### config.mk
export PLATFORM = sky130hd
export DESIGN_NAME = dl_coalescing_controller
export DESIGN_NICKNAME = d
export VERILOG_FILES = /design/src/rtl/dl_coalescing_controller.sv
export SDC_FILE = /design/constraint.sdc
export NUM_CORES = 1
export LEC_CHECK = 0
export ABC_AREA = 0
export BUFFER_PORTS_ARGS = -buffer_cell sky130_fd_sc_hd__buf_4
export CORE_ASPECT_RATIO = 1.75
export CORE_MARGIN = 2
export CORE_UTILIZATION = 50
export DETAILED_ROUTE_END_ITERATION = 12
export PLACE_DENSITY = 0.82
export SLEW_MARGIN = 40
export SYNTH_ARGS = -nofsm -noshare
export SYNTH_HDL_FRONTEND = slang
export SYNTH_SLANG_ARGS = --single-unit
### constraint.sdc
create_clock -name CLK -period 4.2 [get_ports CLK]
set_input_delay 0.21 -clock CLK [delete_from_list [all_inputs] [get_ports CLK]]
set_output_delay 0.21 -clock CLK [all_outputs]
set_load 0.02 [all_outputs]
### src/rtl/dl_coalescing_controller.sv
// dl_coalescing_controller: serves per-core word reads with row-wide memory reads.
// Optional macro DL_BROADCAST_EN: one read also serves every pending core on the leader's row.
module dl_coalescing_controller #(
    parameter int NCORES        = 4,
    parameter int WORD_W        = 16,
    parameter int WORDS_PER_ROW = 4,
    parameter int ADDR_W        = 16
) (
    input  logic                            CLK,
    input  logic                            RST_N,
    input  logic [NCORES-1:0]               MR,
    input  logic [NCORES*ADDR_W-1:0]        MADDR,
    input  logic [WORD_W*WORDS_PER_ROW-1:0] MEMDATA,
    input  logic                            MEMVALID,
    output logic                            MEMREAD,
    output logic [ADDR_W-1:0]               MEMADDR,
    output logic [NCORES*WORD_W-1:0]        DOUT,
    output logic [NCORES-1:0]               DVALID,
    output logic                            BUSY
);
    localparam int LW = $clog2(WORDS_PER_ROW);
    localparam int RW = ADDR_W - LW;

    typedef enum logic [1:0] {
        IDLE    = 2'd0,
        ISSUE   = 2'd1,
        WAIT    = 2'd2,
        DELIVER = 2'd3
    } state_t;

    state_t                   state_q, state_d;
    logic [NCORES-1:0]        pend_q, pend_d;
    logic [NCORES-1:0]        leader_q, leader_d;
    logic [NCORES-1:0]        dvalid_q, dvalid_d;
    logic [RW-1:0]            row_q, row_d;
    logic                     memread_q, memread_d;
    logic                     busy_q, busy_d;
    logic [ADDR_W-1:0]        memaddr_q, memaddr_d;
    logic [NCORES*WORD_W-1:0] dout_q, dout_d;
    logic                     start_s;
    logic [NCORES-1:0]        served_s;

    function automatic logic [NCORES-1:0] lowest_onehot(input logic [NCORES-1:0] v);
        logic [NCORES-1:0] r;
        r = '0;
        for (int i = NCORES - 1; i >= 0; i--) begin
            if (v[i]) begin
                r    = '0;
                r[i] = 1'b1;
            end
        end
        return r;
    endfunction

    function automatic logic [RW-1:0] core_row(input logic [NCORES*ADDR_W-1:0] a, input int i);
        return a[i*ADDR_W+LW +: RW];
    endfunction

    function automatic logic [RW-1:0] onehot_row(input logic [NCORES*ADDR_W-1:0] a,
                                                 input logic [NCORES-1:0] oh);
        logic [RW-1:0] r;
        r = '0;
        for (int i = 0; i < NCORES; i++) begin
            if (oh[i]) begin
                r = core_row(a, i);
            end
        end
        return r;
    endfunction

    // Word index 0 is the most-significant word of the row.
    function automatic logic [WORD_W-1:0] word_sel(input logic [WORD_W*WORDS_PER_ROW-1:0] d,
                                                   input logic [LW-1:0] idx);
        logic [WORD_W-1:0] r;
        r = '0;
        for (int w = 0; w < WORDS_PER_ROW; w++) begin
            if (idx == LW'(w)) begin
                r = d[(WORDS_PER_ROW-1-w)*WORD_W +: WORD_W];
            end
        end
        return r;
    endfunction

    // Cores answered by the row currently in flight.
    always_comb begin
        served_s = leader_q;
`ifdef DL_BROADCAST_EN
        for (int i = 0; i < NCORES; i++) begin
            if (pend_q[i] && (core_row(MADDR, i) == row_q)) begin
                served_s[i] = 1'b1;
            end
        end
`endif
    end

    // Next-state and registered-output logic; the leader row is chosen on entry to ISSUE.
    always_comb begin
        state_d   = state_q;
        pend_d    = pend_q;
        leader_d  = leader_q;
        row_d     = row_q;
        memread_d = 1'b0;
        memaddr_d = memaddr_q;
        dvalid_d  = '0;
        dout_d    = dout_q;
        start_s   = 1'b0;
        case (state_q)
            IDLE: begin
                if (MR != '0) begin
                    pend_d  = MR;
                    start_s = 1'b1;
                    state_d = ISSUE;
                end else begin
                    state_d = IDLE;
                end
            end
            ISSUE: begin
                state_d = WAIT;
            end
            WAIT: begin
                if (MEMVALID) begin
                    dvalid_d = served_s;
                    for (int i = 0; i < NCORES; i++) begin
                        if (served_s[i]) begin
                            dout_d[i*WORD_W +: WORD_W] = word_sel(MEMDATA, MADDR[i*ADDR_W +: LW]);
                        end
                    end
                    state_d = DELIVER;
                end else begin
                    state_d = WAIT;
                end
            end
            DELIVER: begin
                pend_d = pend_q & ~dvalid_q;
                if (pend_d != '0) begin
                    start_s = 1'b1;
                    state_d = ISSUE;
                end else begin
                    state_d = IDLE;
                end
            end
            default: begin
                pend_d  = '0;
                state_d = IDLE;
            end
        endcase
        if (start_s) begin
            leader_d  = lowest_onehot(pend_d);
            row_d     = onehot_row(MADDR, leader_d);
            memread_d = 1'b1;
            memaddr_d = {{LW{1'b0}}, row_d};
        end else begin
            memread_d = 1'b0;
        end
        busy_d = (state_d != IDLE);
    end

    // State and output registers.
    always_ff @(posedge CLK or negedge RST_N) begin
        if (!RST_N) begin
            state_q   <= IDLE;
            pend_q    <= '0;
            leader_q  <= '0;
            row_q     <= '0;
            memread_q <= 1'b0;
            memaddr_q <= '0;
            dvalid_q  <= '0;
            dout_q    <= '0;
            busy_q    <= 1'b0;
        end else begin
            state_q   <= state_d;
            pend_q    <= pend_d;
            leader_q  <= leader_d;
            row_q     <= row_d;
            memread_q <= memread_d;
            memaddr_q <= memaddr_d;
            dvalid_q  <= dvalid_d;
            dout_q    <= dout_d;
            busy_q    <= busy_d;
        end
    end

    assign MEMREAD = memread_q;
    assign MEMADDR = memaddr_q;
    assign DVALID  = dvalid_q;
    assign DOUT    = dout_q;
    assign BUSY    = busy_q;
endmodule

==> qor.yml <==
status: "completed"
p_comb_frac: 0.519
p_per_area_nw_per_um2: 657
yosys.area_share.xor_xnor: 0
synthCells: 400
vdd_drop_max_mv: 0.414
antennaDiodeCount: 0
async_flop_share: 1.00
dieArea_um2: 12100
fin_setup_tns_ps: 0
synth_top_area_frac: 0.421
antenna_found_initial: 0
clk_latency_ps: 340
whs_ps: 115
use_met3: 0.0551
required_ps: 4450
grt_pass1_wl_mm: 26.9
rsz0062_at_grt: "no"
grtUsageTotal: 0.297
synth-main-ff-cell: "dfrtp_1"
swShare: 0.393
core_um2: 11000
dp.cells: 720
cts_setup_buffers: 0
ctsResizeCount: 0
cts_buffer_depth: 2
clk_pin_slew_worst_paths_ps: 60
cts-root-buf: "clkbuf_16"
nets: 738
busiest_layer: "met2"
cts_htree_levels: 3
p_leak_uw: 0.00364
holdBufCountCts: 1
rows: 51
clock-sinks: 94
path_class: "reg2reg"
routed_wl_mm: 17.6
hold_path_class: "in2reg"
synth_area_leaders: "dfrtp_1, mux4_2, mux2_2, a221o_1, o21ai_0"
die_x_um: 84.0
routabilityCongestion: 0.887
setup_viol: 0
final_hold_viol_count: 0
p_switching_uw: 1960
skew_ps: 6.41
synth_seq_cells: 94
period_needed_ps: 2830
grt_use_met2: 0.567
period_share: 0.673
vias: 4578
met1_usage: 0.311
io_buffers: 218
floorplan.initialDensity: 0.507
grt.overflow.total: 0
relSlewSlack: 0.579
nFillCells: 790
yosysWarnings: 0
viasPerCell: 6.22
synth_top_family_by_area: "multiplexers"
syn_avg_cell_area_um2: 14.0
cp-start-kind: "register"
internal-power_uw: 3020
yosys.area_share.adder: 0.00671
power_frac_seq: 0.315
clkPwrFrac: 0.166
layout-drive-gt1-share: 0.618
tightest_slew_ps: 631
cts_buffers: 9
slew_violations: 0
synthSimpleGateAreaFrac: 0.0622
synth_top_cell_by_area: "dfrtp_1"
maxCapViolCount: 0
drcViolationCount: 0
dr.pass1.iters: 4
netlist_area_um2: 5590
max_freq_ghz: 0.354
finalNonFillerCells: 736
critPathArrivalTime_ps: 3080
num_io_pins: 221
synth_compound_area_frac: 0.0864
crit_path_end_kind: "register"
drtIter0Drc: 216
wl_per_cell_um: 23.9
cts_tree: "done"
synth_cell_types: 41
synthToLayoutAreaGrowth_pct: 35.6
grt_start_max_net_pins: 63
dpl.hpwl_mm: 13.3
first_global_vias: 4981
synth.area.mux_share: 0.387
antenna_left: 0
seq_area_frac_synth: 0.421
crit_path_max_fanout: 20
die_h_um: 144
synth_edf_count: 0
-- layer usage --
metal  routed length (um)  vias to the layer above
li1                     -                     1968
met1                 5760                     2344
met3                 1060                       35
met2                10200                      231
met5                    0                        -
met4                  580                        0
-- cell usage in the layout (no fill, tap or decap), types with 6 or more instances in the layout --
master     count
buf_4        219
dfrtp_1       94
mux4_2        64
mux2_2        64
o21ai_0       20
nand2_1       20
inv_1         13
a221o_1       13
and3_1        10
a2bb2oi_1     10
nor2b_1        9
clkbuf_16      9
nor2_1         6
-- layout make-up --
type                       count  area [um2]  area share
clock buffer                  10         239      0.0315
clock inverter                 5        57.6     0.00759
inverter                      13        48.8     0.00643
multi-input combinational    261        3060       0.403
sequential                    94        2350       0.310
tap                          132         165      0.0218
timing repair buffer         221        1670       0.220
-- path summary, 6_finish.rpt --
check	start	to	slack, ps	depth (start not counted)
max in group asynchronous	RST_N	DOUT[9]$_DFFE_PN0P_	2900	3
setup / recovery	state_q[0]$_DFF_PN0_	MEMADDR[11]$_DFFE_PN0P_	1370	7
hold reg to reg	DOUT[53]$_DFFE_PN0P_	DOUT[53]$_DFFE_PN0P_	510	1
setup reg to reg	state_q[0]$_DFF_PN0_	MEMADDR[11]$_DFFE_PN0P_	1370	7
min in group asynchronous	RST_N	MEMADDR[11]$_DFFE_PN0P_	430	2
hold / removal	MADDR[51]	MEMADDR[1]$_DFFE_PN0P_	120	2
-- cells in the mapped netlist, types with 4 or more instances --
cell type / instances
nor2_1: 6
a21oi_1: 4
o21ai_0: 20
mux2_2: 64
nor2b_1: 9
nand2_1: 20
a221o_1: 13
clkbuf_1: 19
inv_1: 13
nand3_1: 4
buf_2: 9
and3_1: 10
a2bb2oi_1: 10
dfrtp_1: 94
mux4_2: 64
-- cells by family (layout without fill, tap and decap cells) --
kind of cell / count (synthesis) / count (layout)
DFF: 94 / 94
adders and majority gates: 3 / 3
buffers and inverters: 46 / 249
AOI/OAI and AO/OA: 65 / 65
and+or+nand+nor: 63 / 63
other: 1 / 2
muxes: 128 / 128
-- power groups by stage --
stage / clock (uW) / sequential [uW] / combinational [uW]
CTS: 834 / 1570 / 2600
global route: 882 / 1610 / 2760
detailed placement: 0 / 1580 / 2590
global placement: 0 / 1570 / 2530
finish: 827 / 1570 / 2580
floorplan: 0 / 1970 / 1160
-- registers in the layout (all words and copies together) (netlist names) --
signal,flops
BUSY,1
DOUT,64
DVALID,4
MEMADDR,14
MEMREAD,1
leader_q,4
pend_q,4
state_q,2
-- metrics by stage --
step	utilization	power (uW)	setup WS, ps	cell area [um2]
after floorplan	-	3130	2100	5600
after global placement	0.657	4090	1480	7260
after detailed placement	0.659	4170	1420	7280
after CTS	0.687	5000	1390	7580
after global routing	0.687	5250	1180	7590
final	0.687	4980	1370	7590
-- worst max-delay path, cell delays in order (launching register included) --
cell       delay [ps]
dfrtp_1           360
inv_1              70
ha_1              390
o31ai_1           240
and2_1            520
nand4_2           430
nand2_1           480
a2bb2oi_1         250
Power figures use the tool's default switching activity.
